## src/rtl/rnn_dense_argmax.sv

```systemverilog
// rtl/rnn_dense_argmax.sv - dense projection with serial MAC and arg-max output stage
module rnn_dense_argmax #(
    parameter int HIDDEN  = 4,
    parameter int CLASSES = 8,
    parameter int W       = 16
) (
    input  logic                  clk,
    input  logic                  rst,
    input  logic                  w_en,
    input  logic [7:0]            w_row,
    input  logic [7:0]            w_col,
    input  logic [W-1:0]          w_data,
    input  logic                  h_valid,
    output logic                  h_ready,
    input  logic [HIDDEN*W-1:0]   h_vec,
    output logic                  out_valid,
    input  logic                  out_ready,
    output logic [7:0]            out_class,
    output logic [W-1:0]          out_score
);

    // Accumulator is wide enough that HIDDEN full-scale products plus a bias never wrap.
    localparam int AW = 2*W + $clog2(HIDDEN+1);
    localparam int CW = $clog2(CLASSES);
    localparam int KW = $clog2(HIDDEN+1);

    localparam logic signed [AW-1:0] SAT_MAX = {{(AW-W+1){1'b0}}, {(W-1){1'b1}}};
    localparam logic signed [AW-1:0] SAT_MIN = {{(AW-W+1){1'b1}}, {(W-1){1'b0}}};

    typedef enum logic [1:0] {S_IDLE, S_MAC, S_CMP, S_DONE} state_t;

    state_t                state;
    logic signed [W-1:0]   wmem [CLASSES][HIDDEN+1];
    logic [HIDDEN*W-1:0]   h_snap;
    logic signed [AW-1:0]  acc;
    logic signed [AW-1:0]  best_acc;
    logic [CW-1:0]         best_idx;
    logic [CW-1:0]         c;
    logic [KW-1:0]         k;

    logic signed [W-1:0]   w_cur;
    logic signed [W-1:0]   h_cur;
    logic signed [2*W-1:0] prod;
    logic [CW-1:0]         c_next;
    logic signed [W-1:0]   bias_first;
    logic signed [W-1:0]   bias_next;
    logic                  take;
    logic signed [AW-1:0]  nb_acc;
    logic [CW-1:0]         nb_idx;
    logic [W-1:0]          sat_score;
    logic                  w_hit;

    // Operand selection, product, running best and output clamp.
    always_comb begin
        w_cur = wmem[c][k];
        h_cur = '0;
        for (int i = 0; i < HIDDEN; i++) begin
            if (k == KW'(i)) h_cur = h_snap[i*W +: W];
        end
        prod       = w_cur * h_cur;
        c_next     = c + CW'(1);
        bias_first = wmem[0][KW'(HIDDEN)];
        bias_next  = wmem[c_next][KW'(HIDDEN)];
        // Strict greater-than keeps the lowest index on ties.
        take       = (c == '0) || (acc > best_acc);
        nb_acc     = take ? acc : best_acc;
        nb_idx     = take ? c : best_idx;
        if (nb_acc > SAT_MAX)      sat_score = SAT_MAX[W-1:0];
        else if (nb_acc < SAT_MIN) sat_score = SAT_MIN[W-1:0];
        else                       sat_score = nb_acc[W-1:0];
        w_hit = w_en && (w_row < 8'(CLASSES)) && (w_col <= 8'(HIDDEN));
    end

    // Control FSM, parameter storage and datapath registers.
    always_ff @(posedge clk or posedge rst) begin
        if (rst) begin
            state     <= S_IDLE;
            h_ready   <= 1'b1;
            out_valid <= 1'b0;
            out_class <= '0;
            out_score <= '0;
            h_snap    <= '0;
            acc       <= '0;
            best_acc  <= '0;
            best_idx  <= '0;
            c         <= '0;
            k         <= '0;
            for (int r = 0; r < CLASSES; r++) begin
                for (int q = 0; q <= HIDDEN; q++) begin
                    wmem[r][q] <= '0;
                end
            end
        end else begin
            // Parameters may only change while no projection is in flight.
            if (w_hit && (state == S_IDLE || state == S_DONE)) begin
                wmem[w_row[CW-1:0]][w_col[KW-1:0]] <= w_data;
            end
            case (state)
                S_IDLE: begin
                    if (h_valid) begin
                        h_snap  <= h_vec;
                        acc     <= {{(AW-W){bias_first[W-1]}}, bias_first};
                        c       <= '0;
                        k       <= '0;
                        h_ready <= 1'b0;
                        state   <= S_MAC;
                    end
                end
                S_MAC: begin
                    acc <= acc + {{(AW-2*W){prod[2*W-1]}}, prod};
                    if (k == KW'(HIDDEN-1)) state <= S_CMP;
                    else                    k     <= k + KW'(1);
                end
                S_CMP: begin
                    best_acc <= nb_acc;
                    best_idx <= nb_idx;
                    if (c == CW'(CLASSES-1)) begin
                        out_valid <= 1'b1;
                        out_class <= {{(8-CW){1'b0}}, nb_idx};
                        out_score <= sat_score;
                        state     <= S_DONE;
                    end else begin
                        c     <= c_next;
                        k     <= '0;
                        acc   <= {{(AW-W){bias_next[W-1]}}, bias_next};
                        state <= S_MAC;
                    end
                end
                S_DONE: begin
                    if (out_ready) begin
                        out_valid <= 1'b0;
                        h_ready   <= 1'b1;
                        state     <= S_IDLE;
                    end
                end
                default: state <= S_IDLE;
            endcase
        end
    end

endmodule

```

## config.mk

```make
export PLATFORM = sky130hd
export DESIGN_NAME = rnn_dense_argmax
export DESIGN_NICKNAME = d
export VERILOG_FILES = /design/src/rtl/rnn_dense_argmax.sv
export SDC_FILE = /design/constraint.sdc
export NUM_CORES = 2
export LEC_CHECK = 0
export CAP_MARGIN = 0
export CORE_MARGIN = 1
export CORE_UTILIZATION = 25
export CTS_CLUSTER_DIAMETER = 100
export DETAILED_ROUTE_END_ITERATION = 12
export HOLD_SLACK_MARGIN = 0.08
export PLACE_DENSITY = 0.46
export REMOVE_ABC_BUFFERS = 1
export SETUP_SLACK_MARGIN = 0.15
export SYNTH_ARGS = -nofsm -noshare
export SYNTH_HDL_FRONTEND = slang
export SYNTH_SLANG_ARGS = --single-unit
```

## constraint.sdc

```tcl
create_clock -name clk -period 30.2 [get_ports clk]
set_input_delay 6.04 -clock clk [delete_from_list [all_inputs] [get_ports clk]]
set_output_delay 6.04 -clock clk [all_outputs]
set_load 0.005 [all_outputs]
```

-- After elaboration in Yosys (flattened, before gate mapping)
Index checks and enable logic that the tools add are counted.
- $add $sub $neg: 3
- $mul: 1
- div/mod/pow operators: 0
- magnitude comparators: 11
- equal/unequal tests: 13
- shifts and indexed selects: 0
- mux-type cells: 37
- bitwise operators: 4
- reduce and logical (&&, ||, !) cells: 22
- operators by type and width (cell ; count):
    bitwise mux 640 bit ; 1
    binary-select mux 80 bit (select 3 bit) ; 1
    demux 80 bit (select 3 bit) ; 1
    2-to-1 mux 80 bit ; 3
    2-to-1 mux 16 bit ; 9
    2-to-1 mux 35 bit ; 2
    binary-select mux 16 bit (select 3 bit) ; 1
    demux 16 bit (select 3 bit) ; 1
    adder 35 bit ; 1
    greater-than comparator 35 x 16 -> 1 bit (second input constant) ; 1
    greater-than comparator 35 bit ; 1
    < comparator 35 x 16 -> 1 bit (second input constant) ; 1
    multiplier 16 x 16 -> 32 bit ; 1
    greater-or-equal comparator 4 bit (second input constant) ; 4
    NOT 3 -> 4 bit ; 4
    2-to-1 mux 3 bit ; 5
    AND reduction 3 bit ; 5
    inequality test 2 bit (second input constant) ; 6
    case mux 3 bit (3 select lines) ; 1
    <= comparator 8 x 3 -> 1 bit (second input constant) ; 1
    < comparator 4 x 1 -> 1 bit (second input constant) ; 2
    < comparator 8 x 4 -> 1 bit (second input constant) ; 1
    2-to-1 mux 2 bit ; 4
    case mux 2 bit (4 select lines) ; 1
    other kinds (17) ; 33
- register bits after elaboration: 806
- bits in latches: 0
- memory bits (writable): 0
- ROM bits: 0
- input bits: 101
- output and inout bits: 26
- word-level logic and storage cells: 142
- memories: 0

-- Logic depth before layout (Yosys ltp)
- depth in word-level cells: 10
- mapped depth: 45
- depth with buffers taken out: 40

-- Least setup slack after synthesis
Ideal clock, no wire load.
- path kind: register to register
- start point: register k[1]
- end point: register acc[34]
- setup time: 0.080 ns
- arrival: 9.467 ns
- data required time: 30.120 ns
- setup slack: 20.653 ns
- stages on the path, launching flop included: 40
- buffers on the path: 3
- period minus slack after synthesis: 9.547 ns
- path through: dfrtp_1 -> inv_2 -> buf_1 -> ha_1 -> clkbuf_1 -> nor2_1 -> a21oi_1 -> o21ai_0 -> a22oi_1 -> clkbuf_1 -> nor2_1 -> fa_1 -> inv_1 -> fa_1 -> fa_1 -> fa_1 -> inv_1 -> fa_1 -> [4 not listed] -> a21o_1 -> a21o_1 -> a21o_1 -> a31oi_1 -> o21bai_1 -> a311o_1 -> a21oi_1 -> xnor2_1 -> ha_1 -> o21ai_0 -> nor2_1 -> a2111oi_0 -> a31oi_1 -> o221ai_1 -> o21ai_0 -> o21ai_0 -> nor3b_1 -> xnor2_1
- cells in the longest elaborated chain, start to end: 8
- elaborated cells between the ends (all ways): 15
- those cells by class: 1 x add/sub; 1 x mul; 3 x eq/ne; 8 x mux; 1 x bitwise; 1 x reduce/logical
- ends and longest elaborated chain (what ; line ; RTL):
    from (decl) ; 39 ; logic [KW-1:0] k;
    from (signal assigned) ; 112 ; else k <= k + KW'(1);
    logical NOT 3 bit ; 58 ; if (k == KW'(i)) h_cur = h_snap[i*W +: W];
    2-to-1 mux 16 bit (4 in a row) ; 58 ;
    multiplier 16 x 16 -> 32 bit (*) ; 60 ; prod = w_cur * h_cur;
    adder 35 bit (*) ; 110 ; acc <= acc + {{(AW-2*W){prod[2*W-1]}}, prod};
    2-to-1 mux 35 bit (*) ; 98 ; case (state)
    to (signal assigned) ; 102 ; acc <= {{(AW-W){bias_first[W-1]}}, bias_first};
    to (signal assigned) ; 110 ;
    to (signal assigned) ; 125 ; acc <= {{(AW-W){bias_next[W-1]}}, bias_next};
    to (decl) ; 35 ; logic signed [AW-1:0] acc;
Every way passes the cells marked *; elsewhere a longest branch is shown, timed or not. The select of a mux whose other input is x is not followed.
A chain may end at the register's enable or synchronous reset.

-- Worst setup path after layout
- start point: register c[0]
- end point: register acc[34]
- cells in the longest elaborated chain, start to end: 10
- elaborated cells between the ends (all ways): 13
- those cells by class: 1 x add/sub; 1 x mul; 2 x eq/ne; 7 x mux; 1 x bitwise; 1 x reduce/logical
- ends and longest elaborated chain (what ; line ; RTL):
    from (decl) ; 38 ; logic [CW-1:0] c;
    from (signal assigned) ; 123 ; c <= c_next;
    NOT 3 -> 4 bit (not written as such) ; 55 ; w_cur = wmem[c][k];
    binary-select mux 80 bit (select 3 bit) ; 55 ;
    2-to-1 mux 80 bit (not written as such) (2 in a row) ; 55 ;
    binary-select mux 16 bit (select 3 bit) ; 55 ;
    2-to-1 mux 16 bit (not written as such) (2 in a row) ; 55 ;
    multiplier 16 x 16 -> 32 bit ; 60 ;
    adder 35 bit ; 110 ;
    2-to-1 mux 35 bit ; 98 ;
Several ways; a longest one is shown, not always the timed one. The select of a mux whose other input is x is not followed.

==> results by stage <==
Status:
- The flow ran to the end, and the final reports show no timing, DRC or antenna violations.

Hold path:
- The worst hold path startpoint is wmem[408].
- The worst hold path belongs to the class flip-flop to flip-flop.
- Along the worst hold path, the cell count comes to 1.
- The hold-critical path endpoint is wmem[408].

Clock tree:
- The number of setup buffers added after CTS is 0.
- Buffers inserted during clock tree synthesis total 93.
- In this run, post-CTS hold repair placed 0 buffers.
- The root buffer selected by CTS is sky130_fd_sc_hd__clkbuf_16.
- The tree built by TritonCTS fans out to 806 sinks.
- TritonCTS built the clock tree.
- The H-tree was split into 3 levels.
- After clock tree synthesis, the repair step resized 0 gates.
- Clock-pin slew was measured on the worst setup and hold paths at 0.06 ns.
- The clock passes through at most 3 buffers.
- Clock latency on the worst-skew pair, taken at its later pin, is 0.71 ns.

Yosys:
- sky130_fd_sc_hd__dfrtp_1 is the most common cell in the netlist.
- After synthesis, the mean cell area works out to 12.62 sq um.
- The synthesized design contains 0 enable-type register cells.
- The flip-flop and latch count after synthesis is 806.
- The number of warnings printed during yosys synthesis is 0.
- The dominant synthesized flop cell is sky130_fd_sc_hd__dfrtp_1.
- Of the post-synthesis cell area, the dominant cell type holds 41.21%.
- The count of unique library cells instantiated by Yosys is 78.
- By count the netlist is led by sky130_fd_sc_hd__dfrtp_1 (805), sky130_fd_sc_hd__mux2_2 (741), sky130_fd_sc_hd__inv_1 (374).
- By area the synthesized netlist is led by sky130_fd_sc_hd__dfrtp_1 (41%), sky130_fd_sc_hd__mux2_2 (17%), sky130_fd_sc_hd__fa_1 (11%).
- The synthesized netlist occupies a cell area of 48880 sq um.
- The cell count after synthesis came out at 3874.
- The proportion of register bits with asynchronous set or reset after synthesis is 100.0%.
- The largest total area in the synthesized netlist belongs to sky130_fd_sc_hd__dfrtp_1.
- The sequential fraction of the synthesis area is 41.27%.

Final layout:
- The post-layout net count is 4473.
- The area growth from synthesis to layout is 14.55%.
- In the final layout, the share of cells above drive strength 1 is 30.51%.
- The final cell utilization of the core is 28.95%.
- After filler insertion, the fill cell instance count of the layout stands at 19860.
- The final instance count without filler cells is 6535.
- After routing the design area is 55990 sq um.

Power and ir drop:
- The power per unit of standard cell area is 70.08 nW/um^2.
- The analysis attributes to cell leakage a power of 26.28 nW.
- The peak ir drop on the vdd network is 42.79 uV.
- The post-route total power is 3.924 mW.

Detailed routing:
- The detailed router finished its first iteration with 1747 violations.
- The via count of the routed design is 30350.
- The sum of routed wire length over all layers is 139.4 mm.
- In the routed layout, each cell is associated on average with a via count of 4.644.
- The detailed-router iteration count before antenna repair is 5.
- The total DRC errors in the routed layout is 0.
- The detail route stage leaves a number of antenna-violating nets equal to 0.
- In the final routed layout, each cell accounts on average for 21.33 um.

Floorplan:
- The top-level port count is 127.
- Once the floorplan was initialized, standard cells occupied 25.28% of the core.
- In this run the standard cell core region covers 193400 sq um.
- The horizontal die dimension is 444.2 um.
- The floorplan die area is 197300 sq um.
- The total number of placement rows is 161.
- Measured along the y axis, the die boundary spans 444.2 um.

Timing:
- After layout, the worst path uses 41.87% of the clock period.
- The setup TNS is 0 ns.
- The number of setup violations in the final report is 0.
- The worst hold slack is 0.4982 ns.
- Static timing analysis puts the maximum clock frequency at 79.09 MHz.
- The final hold violation count was 0.
- The post-route clock skew is 0.04533 ns.
- Setup repair after global routing left no endpoint under its margin.
- The slew at the pin with the worst max-slew slack is 1.205 ns.
- Setup slack closes at 17.56 ns.
- The shortest period the worst path allows is 12.64 ns.
- The max-slew violation count came to 0.
- The normalized max-slew margin is 19.49%.

Worst setup path:
- The worst setup path is of the flip-flop to flip-flop kind.
- Among the stages of the critical path, the cell type that occurs most often is sky130_fd_sc_hd__fa_1.
- The signal arrival time at the worst endpoint is 13.26 ns.
- The startpoint identified for the worst register-to-register timing path is c[0].
- On the worst path, the slowest cell contributes a delay of 0.83 ns.
- STA classifies the critical path endpoint as a flip-flop.
- The slack of the worst reg-to-reg path is 17.56 ns.
- The worst register-to-register path ends at acc[34].
- The largest individual stage delay along the critical path comes from the cell sky130_fd_sc_hd__dfrtp_4.
- The biggest fanout along the worst timing path is 39.
- The worst setup path is launched from a flip-flop.
- The required time at the endpoint of the critical path is 30.82 ns.
- The worst register-to-register path has a depth of 36.

Placed design:
- Counting tap cells, the placed design contains a total of 6374 instances.
- OpenSTA, run right after detailed placement, puts the worst setup slack at 17.53 ns.
- After legalization and detailed placement, the total HPWL measured 92.49 mm.
- Input and output buffers added on the ports amount to 121.
- The area of placed instances is 52990 sq um.
- The congestion estimate from routability-driven global placement came to 0.8050.

Global routing:
- The first global-routing pass estimated 212.9 mm of wire.
- The initial antenna violation count is 9.
- The overall track demand over capacity in global routing is 14.26%.
- Global routing finished with a remaining overflow of 0.
- The via count of the first global-routing pass came to 32060.
- The maximum number of pins on one net before global-route repair is 190.

Job:
- The max-capacitance violation count is 0.
-- cells in the final DEF, fill, tap and decap left out, drive strengths merged, types with 11 or more instances in the layout --
cell type,Yosys,routed
o21ai,88,88
inv,376,381
a22oi,16,16
nand4,24,24
nand3,38,38
and2,17,17
nand2,234,234
dfrtp,805,805
a21o,32,32
o2111ai,16,16
buf,92,87
and3,11,11
a31oi,11,11
xnor2,44,44
nor2b,21,21
xor2,13,13
mux2i,37,37
clkinv,0,11
ha,166,166
nor4,14,14
nor3,16,16
nor2,198,198
mux4,192,192
o21a,11,11
fa,263,263
clkbuf,146,133
clkdlybuf4s50,0,121
a21oi,84,84
nand2b,38,38
o22a,12,12
mux2,741,741
-- power breakdown --
| part | internal (mW) | switching (mW) |
|---|---|---|
| clock | 0.646 | 0.481 |
| combinational | 0.595 | 0.908 |
| sequential | 1.18 | 0.113 |
-- cell families (layout without fill, tap and decap cells) --
| group | count (synthesis) | in the layout | share of synthesized area [%] |
|---|---|---|---|
| other | 1 | 12 | 0.007672 |
| xor gates and xnor gates | 57 | 57 | 1.021 |
| DFF | 806 | 806 | 41.27 |
| and+or+nand+nor | 652 | 652 | 6.174 |
| AOI/OAI and AO/OA | 345 | 345 | 4.643 |
| buffers and inverters | 614 | 738 | 5.168 |
| muxes | 970 | 970 | 26.70 |
| adders and majority gates | 429 | 429 | 15.02 |
-- final cells by class --
| cell class | count | area (sq um) | area share (%) |
|---|---|---|---|
| clock inverters | 21 | 327.8 | 0.5855 |
| flip-flops and latches | 806 | 20180 | 36.04 |
| well taps | 2526 | 3161 | 5.645 |
| clock buffers | 133 | 2658 | 4.746 |
| multi-input cells | 2458 | 26330 | 47.02 |
| repair buffers | 208 | 1902 | 3.397 |
| inverters | 376 | 1419 | 2.534 |
| diodes | 7 | 17.52 | 0.03128 |
-- state kept, by name, summed over array words and instances (netlist names) --
name,flops
c,3
out_class,3
state,2
h_snap,64
acc,35
k,3
best_acc,35
best_idx,3
wmem,640
h_ready,1
out_valid,1
out_score,16
-- layer usage --
layer	track usage, %	share of wire [%]	vias up
met1	19.26	46	16140
met4	4.357	3.0	0
met3	2.085	3.1	195
met5	0	0	-
met2	23.51	48	434
li1	-	-	13580
-- critical path, delay by kind of cell, from the launching register on --
family	cells	cell delay, ns
adder cells (fa/ha/maj)	8	3.75
AND/OR/NAND/NOR	3	0.49
XOR/XNOR	2	0.30
buffers and inverters	6	1.62
AO/OA/AOI/OAI	14	3.80
flip-flops	1	0.83
multiplexers	3	1.65
-- worst max path at each step --
stage | cells past startpoint | startpoint | slack, ns | to
after global placement | 36 | c[0] | 17.54 | acc[34]
after floorplan | 1 | rst | 1.53 | acc[0]
final | 36 | c[0] | 17.56 | acc[34]
after global routing | 36 | c[0] | 16.66 | acc[34]
after detailed placement | 36 | c[0] | 17.53 | acc[34]
after CTS | 36 | c[0] | 17.44 | acc[34]
Note: power is estimated with default switching activity, not from simulation.
